**src/rtl/exp_pkg.sv**
```systemverilog
// Shared definitions for the exponential-engine batch sequencer:
// operand/result widths, the sequencer state encoding and a small helper.
package exp_pkg;

  localparam int OPERAND_W = 16;
  localparam int UI_W      = 2;
  localparam int RESULT_W  = 21;
  localparam int SRC_W     = UI_W + OPERAND_W;
  localparam int TIMER_W   = 16;

  typedef enum logic [3:0] {
    IDLE,
    FETCH,
    LATCH,
    KICK,
    WAIT_RD,
    WAIT_WR,
    WAIT_DONE,
    NEXT,
    FINISH
  } seq_state_t;

  // True in the states where the sequencer is waiting on the engine and the
  // per-item watchdog is running.
  function automatic logic is_wait(input seq_state_t s);
    return (s == WAIT_RD) || (s == WAIT_WR) || (s == WAIT_DONE);
  endfunction

endpackage

```
**src/rtl/exp_seq_timeout.sv**
```systemverilog
// Per-item watchdog: a cycle counter that is cleared to zero, counts while
// enabled and flags expiry once it reaches LIMIT. It holds at LIMIT so the
// expired flag stays up until the next clear.
module exp_seq_timeout
  import exp_pkg::*;
#(
  parameter int LIMIT = 1023
) (
  input  logic i_clock,
  input  logic i_reset,
  input  logic i_clear,
  input  logic i_enable,
  output logic o_expired
);

  logic [TIMER_W-1:0] r_count;

  assign o_expired = (r_count == TIMER_W'(LIMIT));

  // Count engine-wait cycles; clear has priority so a new item starts at zero.
  always_ff @(posedge i_clock) begin
    if (i_reset) begin
      r_count <= '0;
    end else if (i_clear) begin
      r_count <= '0;
    end else if (i_enable && !o_expired) begin
      r_count <= r_count + TIMER_W'(1);
    end
  end

endmodule

```
**src/rtl/exp_batch_sequencer.sv**
```systemverilog
// Batch controller for the exponential engine. Walks COUNT operand words
// from a source RAM, starts the engine for each one, writes each result to
// a destination RAM and reports completion or a per-item timeout abort.
// Engine pulses that arrive before the state that expects them are kept in
// seen_* flags, so rd/wr/done may all land in the same cycle.
// TIMEOUT must stay below 2^16 to fit the watchdog counter.
module exp_batch_sequencer
  import exp_pkg::*;
#(
  parameter int ADDR_W  = 8,
  parameter int TIMEOUT = 1023
) (
  input  logic                 i_clock,
  input  logic                 i_reset,
  input  logic                 i_start,
  input  logic [ADDR_W-1:0]    i_count,
  input  logic [ADDR_W-1:0]    i_src_base,
  input  logic [ADDR_W-1:0]    i_dst_base,
  output logic [ADDR_W-1:0]    o_src_addr,
  input  logic [SRC_W-1:0]     i_src_data,
  output logic                 o_eng_start,
  output logic [OPERAND_W-1:0] o_eng_vi,
  output logic [UI_W-1:0]      o_eng_ui,
  input  logic                 i_eng_rd_req,
  input  logic                 i_eng_wr_req,
  input  logic [RESULT_W-1:0]  i_eng_wr_data,
  input  logic                 i_eng_done,
  output logic                 o_dst_we,
  output logic [ADDR_W-1:0]    o_dst_addr,
  output logic [RESULT_W-1:0]  o_dst_wdata,
  output logic                 o_busy,
  output logic                 o_done,
  output logic                 o_timeout_err,
  output logic [ADDR_W-1:0]    o_items_done
);

  seq_state_t r_state;
  seq_state_t w_next_state;

  logic [ADDR_W-1:0]    r_src_ptr;
  logic [ADDR_W-1:0]    r_dst_ptr;
  logic [ADDR_W-1:0]    r_remaining;
  logic [ADDR_W-1:0]    r_items_done;
  logic [OPERAND_W-1:0] r_eng_vi;
  logic [UI_W-1:0]      r_eng_ui;
  logic [RESULT_W-1:0]  r_wr_data;
  logic                 r_dst_we;
  logic                 r_timeout_err;
  logic                 r_seen_rd;
  logic                 r_seen_wr;
  logic                 r_seen_done;

  logic w_rd;
  logic w_wr;
  logic w_dn;
  logic w_waiting;
  logic w_expired;
  logic w_accept;
  logic w_write;
  logic w_abort;

  // A pulse counts if it is arriving now or was seen earlier in this item.
  assign w_rd      = i_eng_rd_req | r_seen_rd;
  assign w_wr      = i_eng_wr_req | r_seen_wr;
  assign w_dn      = i_eng_done   | r_seen_done;
  assign w_waiting = is_wait(r_state);

  exp_seq_timeout #(
    .LIMIT (TIMEOUT)
  ) u_timeout (
    .i_clock   (i_clock),
    .i_reset   (i_reset),
    .i_clear   (r_state == KICK),
    .i_enable  (w_waiting),
    .o_expired (w_expired)
  );

  // State register.
  always_ff @(posedge i_clock) begin
    if (i_reset) begin
      r_state <= IDLE;
    end else begin
      r_state <= w_next_state;
    end
  end

  // Next-state logic; also flags batch accept, result write and timeout abort.
  // Engine progress wins over an expiry seen in the same cycle.
  always_comb begin
    w_next_state = r_state;
    w_accept     = 1'b0;
    w_write      = 1'b0;
    w_abort      = 1'b0;
    case (r_state)
      IDLE: begin
        if (i_start) begin
          w_accept     = 1'b1;
          w_next_state = (i_count == '0) ? FINISH : FETCH;
        end
      end
      FETCH: w_next_state = LATCH;
      LATCH: w_next_state = KICK;
      KICK:  w_next_state = WAIT_RD;
      WAIT_RD: begin
        if (w_rd && w_wr) begin
          w_write      = 1'b1;
          w_next_state = w_dn ? NEXT : WAIT_DONE;
        end else if (w_rd) begin
          w_next_state = WAIT_WR;
        end else if (w_expired) begin
          w_abort      = 1'b1;
          w_next_state = FINISH;
        end
      end
      WAIT_WR: begin
        if (w_wr) begin
          w_write      = 1'b1;
          w_next_state = w_dn ? NEXT : WAIT_DONE;
        end else if (w_expired) begin
          w_abort      = 1'b1;
          w_next_state = FINISH;
        end
      end
      WAIT_DONE: begin
        if (w_dn) begin
          w_next_state = NEXT;
        end else if (w_expired) begin
          w_abort      = 1'b1;
          w_next_state = FINISH;
        end
      end
      NEXT:    w_next_state = (r_remaining == ADDR_W'(1)) ? FINISH : FETCH;
      FINISH:  w_next_state = IDLE;
      default: w_next_state = IDLE;
    endcase
  end

  // Batch datapath: captured parameters, pointers, operand latch, write-back
  // strobe, completed-item count and the sticky abort flag.
  always_ff @(posedge i_clock) begin
    if (i_reset) begin
      r_src_ptr     <= '0;
      r_dst_ptr     <= '0;
      r_remaining   <= '0;
      r_items_done  <= '0;
      r_eng_vi      <= '0;
      r_eng_ui      <= '0;
      r_dst_we      <= 1'b0;
      r_timeout_err <= 1'b0;
    end else begin
      r_dst_we <= w_write;
      if (w_accept) begin
        r_src_ptr     <= i_src_base;
        r_dst_ptr     <= i_dst_base;
        r_remaining   <= i_count;
        r_items_done  <= '0;
        r_timeout_err <= 1'b0;
      end
      if (r_state == LATCH) begin
        {r_eng_ui, r_eng_vi} <= i_src_data;
      end
      if (r_state == NEXT) begin
        r_src_ptr   <= r_src_ptr + ADDR_W'(1);
        r_dst_ptr   <= r_dst_ptr + ADDR_W'(1);
        r_remaining <= r_remaining - ADDR_W'(1);
      end
      if (w_write) begin
        r_items_done <= r_items_done + ADDR_W'(1);
      end
      if (w_abort) begin
        r_timeout_err <= 1'b1;
      end
    end
  end

  // Engine handshake memory: remember early pulses and capture the first
  // result of the item; everything is forgotten when the next item is kicked.
  always_ff @(posedge i_clock) begin
    if (i_reset) begin
      r_seen_rd   <= 1'b0;
      r_seen_wr   <= 1'b0;
      r_seen_done <= 1'b0;
      r_wr_data   <= '0;
    end else if (r_state == KICK) begin
      r_seen_rd   <= 1'b0;
      r_seen_wr   <= 1'b0;
      r_seen_done <= 1'b0;
    end else if (w_waiting) begin
      r_seen_rd   <= r_seen_rd   | i_eng_rd_req;
      r_seen_wr   <= r_seen_wr   | i_eng_wr_req;
      r_seen_done <= r_seen_done | i_eng_done;
      if (i_eng_wr_req && !r_seen_wr) begin
        r_wr_data <= i_eng_wr_data;
      end
    end
  end

  assign o_src_addr    = r_src_ptr;
  assign o_eng_start   = (r_state == KICK);
  assign o_eng_vi      = r_eng_vi;
  assign o_eng_ui      = r_eng_ui;
  assign o_dst_we      = r_dst_we;
  assign o_dst_addr    = r_dst_ptr;
  assign o_dst_wdata   = r_wr_data;
  assign o_busy        = (r_state != IDLE);
  assign o_done        = (r_state == FINISH);
  assign o_timeout_err = r_timeout_err;
  assign o_items_done  = r_items_done;

endmodule

```
**config.mk**
```make
export PLATFORM = sky130hd
export DESIGN_NAME = exp_batch_sequencer
export DESIGN_NICKNAME = d
export VERILOG_FILES = /design/src/rtl/exp_pkg.sv /design/src/rtl/exp_seq_timeout.sv /design/src/rtl/exp_batch_sequencer.sv
export SDC_FILE = /design/constraint.sdc
export NUM_CORES = 1
export LEC_CHECK = 0
export ABC_AREA = 1
export CORE_MARGIN = 4
export CORE_UTILIZATION = 52
export DETAILED_ROUTE_END_ITERATION = 8
export PLACE_DENSITY_LB_ADDON = 0.2
export SYNTH_ARGS = -nofsm -noshare
export SYNTH_HDL_FRONTEND = slang
export SYNTH_HIERARCHICAL = 1
export SYNTH_SLANG_ARGS = --single-unit
```
**constraint.sdc**
```tcl
create_clock -name i_clock -period 3.4 [get_ports i_clock]
set_input_delay 0.34 -clock i_clock [delete_from_list [all_inputs] [get_ports i_clock]]
set_output_delay 0.34 -clock i_clock [all_outputs]
set_load 0.02 [all_outputs]
```
---- After elaboration in Yosys (flattened, before gate mapping) ----
Index checks and enable logic that the tools add are counted.
operators by class
  add/subtract/negate cells ............... 5
  equality and inequality tests ........... 11
  bitwise gates (word level) .............. 4
  reductions and logical operators ........ 15
  mux-type cells .......................... 31
operator list
  cell                     count
  $mux W8                  8
  $mux W4                  8
  $pmux W4 S8              1
  $add A8 B1 Y8 const B    3
  $add A16 B1 Y16 const B  1
  $eq A16 B10 Y1 const B   1
  $eq A4 B3 Y1 const B     4
  $mux W1                  12
  $eq A4 B2 Y1 const B     2
  $eq A8 B1 Y1 const B     1
  $logic_not A8 Y1         1
  $sub A8 B1 Y8 const B    1
  $reduce_bool A2 Y1       3
  $eq A4 B1 Y1 const B     1
  $eq A4 B4 Y1 const B     1
  $logic_not A4 Y1         1
  $reduce_bool A4 Y1       1
  $logic_and A1 B1 Y1      3
  $or A1 B1 Y1             3
  $pmux W1 S3              1
  $reduce_and A3 Y1        1
  $logic_not A1 Y1         2
  $logic_or A1 B1 Y1       2
  $ne A2 B2 Y1 const B     1
  3 further kinds          3
word-level totals
  input port bits ......................... 69
  flip-flop bits (word level) ............. 96
  output and inout port bits .............. 68

---- Logic depth before layout (Yosys ltp) ----
Gate-level depths: netlist (run 1).
  depth after elaboration ................. 6
  depth in mapped cells ................... 11
  gate-level depth less buffers ........... 10

---- Cells and area by module ----
The synthesis (run 1) kept the hierarchy.
by module, submodules not included
  module               cells each  area each (um^2)  times used  seq. area each (um^2)
  exp_batch_sequencer  561         3900.0            1           1601.5
  exp_seq_timeout      153         950.9             1           320.3

---- Worst setup path after synthesis (run 1) ----
OpenSTA, ideal clock, no wires.
  path kind ............................... flip-flop to flip-flop
  start point ............................. reg u_timeout.r_count[0]
  end point ............................... reg r_state[2]
  library setup time ...................... 0.128 ns
  buffers on the path ..................... 0
  slack ................................... 1.876 ns
  cell stages (with the launch flop) ...... 10
  arrival ................................. 1.397 ns
  clock period less this slack ............ 1.524 ns
  path through ............................ dfxtp_1 ha_1 nand3_2 inv_1 nand2_1 nor2_1 or2_2 nand3_1 a21oi_1 nor2_1
on the way
  longest elaborated chain between the ends .. 5
  elaborated cells between the ends (all ways) .. 7
ends and longest elaborated chain
  what                      line                       source
  start: declaration        exp_seq_timeout.sv:16      logic [TIMER_W-1:0] r_count;
  start signal: assignment  exp_seq_timeout.sv:27      r_count <= r_count + TIMER_W'(1);
  $eq A16 B10 Y1 *          exp_seq_timeout.sv:18      assign o_expired = (r_count == TIMER_W'(LIMIT));
  named net w_expired       exp_batch_sequencer.sv:57  logic w_expired;
  $mux W4 *                 -
  $mux W4 (2 in series)     -
  $pmux W4 S8 *             -
  end signal: assignment    exp_batch_sequencer.sv:83  r_state <= w_next_state;
  end: declaration          exp_batch_sequencer.sv:37  seq_state_t r_state;
The timed path passes the listed nets; every way through them passes the cells marked *.
A chain may end at the register's enable or synchronous reset.

---- Worst setup path after layout (run 1) ----
  start point ............................. reg r_state[3]
  end point ............................... out o_eng_start
on the way
  longest elaborated chain between the ends .. 1
ends and longest elaborated chain
  what              line                        source
  $eq A4 B2 Y1      exp_batch_sequencer.sv:199  assign o_eng_start = (r_state == KICK);
  end: declaration  exp_batch_sequencer.sv:21   output logic o_eng_start,
Every way passes these cells.

==> flow_metrics.env, run 1 <==
export IMPL_drt_wl_total_mm=13.0
export IMPL_placed_cell_area_mm2=0.00621
export IMPL_postCtsHoldBufs=0
export IMPL_timing_hold_ws_ns=0.489
export IMPL_core_area_mm2=0.00889
export IMPL_grt_pass1_vias=4884
export IMPL_setup_viol=0
export IMPL_cts_tree="done"
export IMPL_drtAntennaViolNets=0
export IMPL_finClkSkew_ns=0.0161
export IMPL_cts_root_buf="clkbuf_8"
export IMPL_dr_total_vias=5065
export IMPL_place_inst=936
export IMPL_slew_violations=0
export IMPL_final_cell_mix="159 x nor2_1, 148 x nand2_1, 136 x clkdlybuf4s50_1, 96 x dfxtp_1, 57 x inv_1"
export IMPL_syn_to_final_growth_pct=31.8
export IMPL_cp_required_ns=3.06
export IMPL_hp_start="o_eng_vi[2]"
export IMPL_gr_usage_all_layers_pct=23.1
export IMPL_via_per_inst=5.32
export IMPL_die_y_um=105
export IMPL_htree_levels=3
export IMPL_yosysSeqAreaShare_pct=39.6
export IMPL_layout_cells_most_common="nor2_1"
export IMPL_cts_buffer_depth=2
export IMPL_slowest_stage="clkdlybuf4s50_1"
export IMPL_initial_utilization_pct=54.6
export IMPL_fin_area_mm2=0.00639
export IMPL_synth_nets=789
export IMPL_worstPathMaxFanout=5
export IMPL_clkLatencyLatePin_ns=0.37
export IMPL_cts_sinks=96
export IMPL_cts_resized=0
export IMPL_avgSynthCellArea_um2=6.79
export IMPL_reg2reg_to="o_eng_vi[7]"
export IMPL_netlist_area_mm2=0.00485
export IMPL_finalCritPeriodShare_pct=68.1
export IMPL_grt_max_degree=51
export IMPL_die_w_um=105
export IMPL_reg2reg_depth=5
export IMPL_ys_types=40
export IMPL_hold_class="reg -> reg"
export IMPL_antenna_found_initial=0
export IMPL_worst_ep_arrival_time_ns=1.98
export IMPL_drive_above_1_share_pct=6.04
export IMPL_p_leak_nw=2.51
export IMPL_place_hpwl_mm=9.55
export IMPL_whs_endpoint="o_eng_vi[2]"
export IMPL_path_class="reg -> out"
export IMPL_synthCells=714
export IMPL_nNetsFinal=914
export IMPL_rsz0062_at_grt="false"
export IMPL_crit_path_cell_trace="nor2_2 -> inv_1 -> nor2_1 -> clkdlybuf4s50_1"
export IMPL_min_period_ns=2.32
export IMPL_drt_iter0_drc=387
export IMPL_grt_first_pass_wirelength_mm=21.3
export IMPL_r2r_start="r_state[3]"
export IMPL_clkTransAtPathRegs_ns=0.09
export IMPL_whs_path_depth=2
export IMPL_fp_row_count=34
export IMPL_status="completed"
export IMPL_cts_buffers_inserted=9
export IMPL_tightest_slew_ns=0.581
export IMPL_synth_ff_type="dfxtp_1"
export IMPL_postCtsSetupBuffers=0
export IMPL_wl_per_cell_um=13.6
export IMPL_portBuffers=136
export IMPL_multiInputGateArea_mm2=0.00252
export IMPL_fillers=685
export IMPL_synth_edf_count=0
export IMPL_place_congestion=0.888
export IMPL_ys_seq_elements=96
export IMPL_endpoint_kind="primary output"
export IMPL_hold_viol=0
export IMPL_drtPass1Iterations=5
export IMPL_p_per_area_mw_per_mm2=461
export IMPL_reg2reg_slack_ns=1.36
export IMPL_io_pins=137
export IMPL_ir_drop_uv=304
export IMPL_critPathLaunchType="register"
export IMPL_cap_violations=0
export IMPL_synthArstFlopShare_pct=0
export IMPL_yosysWarnings=6
export IMPL_drc_errors=0
export IMPL_grt_ovfl_total=0
export IMPL_stdcell_count=952
export IMPL_max_slew_margin_pct=61.2
export IMPL_max_freq_mhz=432
export IMPL_dieArea_mm2=0.0109
export IMPL_fin_tns_setup_ns=0
export IMPL_cpPeakStageDelay_ns=0.65
export IMPL_seqCellArea_mm2=0.00192
export IMPL_diodes=0
-- cells by family after synthesis --
family          after synthesis  synth area share [%]
compound gates              108                  12.3
xor+xnor                      4                 0.722
fa+ha+maj                     6                  1.55
buf+inv                      91                  8.46
flops                        96                  39.6
simple gates                409                  37.4
-- critical path: cells and delay by family (launching register included) --
kind                   cells  cell delay, ns
buffers and inverters      2            0.77
and+or+nand+nor            2            0.45
DFF                        1            0.39
-- Yosys cell counts (4+ instances only) --
master | n | area share (%)
nor2_1 | 159 | 12
nand2_1 | 148 | 11
dfxtp_1 | 96 | 40
inv_1 | 57 | 4.4
o21ai_0 | 56 | 5.8
nand3_1 | 53 | 5.5
a21oi_1 | 29 | 3.0
nand4_1 | 15 | 1.9
clkbuf_1 | 7 | 0.54
inv_2 | 7 | 0.54
buf_6 | 6 | 1.4
ha_1 | 6 | 1.5
nor2_2 | 6 | 0.77
buf_2 | 5 | 0.52
nand2_2 | 5 | 0.64
nand2_4 | 5 | 1.2
nor3_1 | 5 | 0.52
o211ai_1 | 5 | 0.77
o21ai_1 | 5 | 0.52
a31oi_1 | 4 | 0.52
-- sequential cells by signal, summed over array words and instances (netlist names), 2 cells and up --
| register | count |
|---|---|
| o_dst_wdata | 21 |
| o_src_addr | 8 |
| o_items_done | 8 |
| r_remaining | 8 |
| r_state | 4 |
| o_dst_addr | 8 |
| u_timeout/r_count | 16 |
| o_eng_vi | 16 |
| o_eng_ui | 2 |
-- worst max-delay path by stage --
stage / start / end
2_1_floorplan: u_timeout/r_count[0] / r_state[2]
3_3_place_gp: i_reset / r_seen_done
3_5_place_dp: i_reset / r_seen_wr
4_1_cts: r_state[3] / o_eng_start
5_1_grt: r_state[3] / o_eng_start
6_report: r_state[3] / o_eng_start
-- stage by stage --
stage | utilization, % | worst slack (ns) | power (W)
finish | 71.9 | 1.08 | 0.00295
floorplan | - | 1.88 | 0.00188
detailed placement | 69.8 | 1.24 | 0.00223
CTS | 71.9 | 1.08 | 0.00296
global route | 71.9 | 0.964 | 0.00310
global placement | 69.8 | 1.25 | 0.00220
-- area by class of cell --
type                    count  share of cell area, %
clock inverters             5                  0.900
repair buffers            138                   21.5
inverters                  67                   3.97
multi-input cells         527                   39.4
clock buffers              11                   2.05
flip-flops and latches     96                   30.1
well taps                 108                   2.11
-- routing by layer --
metal  routed length (um)  global-route usage (%)  up-vias  part of all wire [%]
met4                  219                    9.00        0                   1.7
li1                     -                       -     2552                     -
met5                    0                       0        -                     0
met3                 1190                    8.01       23                   9.2
met2                 6260                    39.8      169                    48
met1                 5320                    26.3     2321                    41
-- where the power goes --
group          internal (W)  switching (W)  leakage (nW)
sequential          0.00123      0.0000886         0.780
combinational      0.000374       0.000519          1.64
clock              0.000341       0.000393        0.0973
total               0.00195        0.00100          2.51
Power figures use the tool's default switching activity.
==> run 2, diff against run 1 <==
- CORE_UTILIZATION: 52 -> 44
- clock period: 3.4 -> 1.9 ns (I/O delays scaled with it)
==> run 2 against run 1 <==
Against the previous run: global-route usage fell by 2.6 points; setup slack got worse by 1.0 ns; first-iteration DRC count fell by 35%; total power rose by 77%; core utilization fell by 12 points; sequential power rose by 79%; clock power rose by 71%; non-clock buffer count rose by 8; die area rose by 17%; sequential cell count did not move; sequential share of layout area fell by 0.48 points; largest cell class unchanged.
==> flow_metrics.env, run 2 (synthesized netlist as in run 1, its figures left out) <==
export IMPL_status="completed"
export IMPL_cts_resized=6
export IMPL_cts_root_buf="clkbuf_8"
export IMPL_diodes=0
export IMPL_critPathLaunchType="register"
export IMPL_p_per_area_mw_per_mm2=803
export IMPL_multiInputGateArea_mm2=0.00252
export IMPL_place_hpwl_mm=9.55
export IMPL_path_class="reg -> out"
export IMPL_min_period_ns=1.81
export IMPL_antenna_found_initial=0
export IMPL_fillers=1002
export IMPL_met2_usage_pct=33.7
export IMPL_postCtsHoldBufs=0
export IMPL_drtPass1Iterations=5
export IMPL_dieArea_mm2=0.0128
export IMPL_portBuffers=136
export IMPL_setup_viol=0
export IMPL_cts_buffers_inserted=9
export IMPL_seqCellArea_mm2=0.00192
export IMPL_r2r_start="r_state[0]"
export IMPL_grt_util_met3_pct=7.81
export IMPL_grtUsageMet1_pct=25.1
export IMPL_max_freq_mhz=551
export IMPL_ir_drop_uv=508
export IMPL_drc_errors=0
export IMPL_wl_per_cell_um=12.9
export IMPL_via_per_inst=4.94
export IMPL_layout_cells_most_common="nor2_1"
export IMPL_slew_violations=0
export IMPL_drtAntennaViolNets=0
export IMPL_timing_hold_ws_ns=0.432
export IMPL_final_cell_mix="159 x nor2_1, 148 x nand2_1, 133 x clkdlybuf4s50_1, 94 x dfxtp_1, 57 x inv_1"
export IMPL_postCtsSetupBuffers=0
export IMPL_fp_row_count=38
export IMPL_place_congestion=0.849
export IMPL_die_w_um=113
export IMPL_reg2reg_to="u_timeout/r_count[12]"
export IMPL_finalPower_w=0.00523
export IMPL_cts_buffer_depth=2
export IMPL_clkLatencyLatePin_ns=0.36
export IMPL_drt_wl_total_mm=12.8
export IMPL_clkTransAtPathRegs_ns=0.09
export IMPL_finClkSkew_ns=0.00730
export IMPL_gr_usage_all_layers_pct=20.4
export IMPL_stdcell_count=992
export IMPL_dr_total_vias=4900
export IMPL_grt_max_degree=46
export IMPL_worstPathMaxFanout=4
export IMPL_syn_to_final_growth_pct=34.1
export IMPL_htree_levels=3
export IMPL_p_leak_nw=2.56
export IMPL_busiest_layer="met2"
export IMPL_die_y_um=113
export IMPL_hold_class="in -> reg"
export IMPL_cts_tree="done"
export IMPL_fin_tns_setup_ns=0
export IMPL_cp_required_ns=1.71
export IMPL_max_slew_margin_pct=67.9
export IMPL_largest_reg_flops=21
export IMPL_place_inst=976
export IMPL_endpoint_kind="primary output"
export IMPL_grt_pass1_vias=4721
export IMPL_core_area_mm2=0.0108
export IMPL_setup_worst_path_end="o_done"
export IMPL_grt_ovfl_total=0
export IMPL_finalCritPeriodShare_pct=95.5
export IMPL_worst_ep_arrival_time_ns=1.62
export IMPL_drive_above_1_share_pct=7.28
export IMPL_initial_utilization_pct=44.9
export IMPL_tightest_slew_ns=0.479
export IMPL_io_pins=137
export IMPL_reg2reg_depth=8
export IMPL_cap_violations=0
export IMPL_hold_viol=0
export IMPL_grt_first_pass_wirelength_mm=21.8
export IMPL_drt_iter0_drc=251
export IMPL_rsz0062_at_grt="false"
export IMPL_cts_sinks=96
export IMPL_cp_startpoint="r_state[0]"
export IMPL_nNetsFinal=922
export IMPL_reg2reg_slack_ns=0.22
run 2: changes by cell type in the layout (fill, tap and decap cells not counted), moves of 2 or more:
| cell | change |
|---|---|
| clkinvlp_4 | +2 |
| clkbuf_8 | +2 |
| buf_4 | +7 |
| dfxtp_2 | +2 |
| dlygate4sd2_1 | +3 |
| dfxtp_1 | -2 |
| clkdlybuf4s50_1 | -3 |
run 2: final cells by class:
| type | instances | area share, % |
|---|---|---|
| Sequential cell | 96 | 29.6 |
| Clock inverter | 4 | 0.442 |
| Multi-Input combinational cell | 527 | 38.8 |
| Timing Repair Buffer | 146 | 22.2 |
| Clock buffer | 12 | 2.38 |
| Tap cell | 140 | 2.69 |
| Inverter | 67 | 3.90 |
run 2: how the worst min path moves through the flow:
stage | depth (start not counted) | start | slack [ns] | end
final | 3 | i_src_base[0] | 0.43 | o_src_addr[0]
after global routing | 3 | i_src_base[0] | 0.42 | o_src_addr[0]
after CTS | 3 | i_src_base[0] | 0.41 | o_src_addr[0]
after detailed placement | 2 | r_remaining[1] | 0.47 | r_remaining[1]
after global placement | 2 | o_eng_vi[9] | 0.46 | o_eng_vi[9]
after floorplan | 2 | i_eng_wr_req | 0.33 | r_seen_wr
run 2: per-stage QoR:
stage,cell area [um2],util [%],setup slack (ns)
floorplan,4850,-,0.376
global placement,6320,58.5,0.209
detailed placement,6320,58.5,0.171
CTS,6510,60.3,0.0562
global route,6510,60.3,0.0106
finish,6510,60.3,0.0855
run 2: critical path, stage by stage, from the launching register on:
cell,delay [ns]
dfxtp_1,0.36
inv_1,0.12
nand2_1,0.14
nor3_1,0.26
dlygate4sd2_1,0.39
run 2: power by group:
part	total, W	switching, W	internal [W]
registers	0.00236	0.000159	0.00221
clock network	0.00126	0.000709	0.000549
logic	0.00160	0.000914	0.000690
run 2: per-layer routing:
metal / wire length, um / vias to the layer above
met3: 1140 / 14
met2: 6120 / 148
met1: 5410 / 2180
met4: 147 / 0
li1: - / 2558
met5: 0 / -
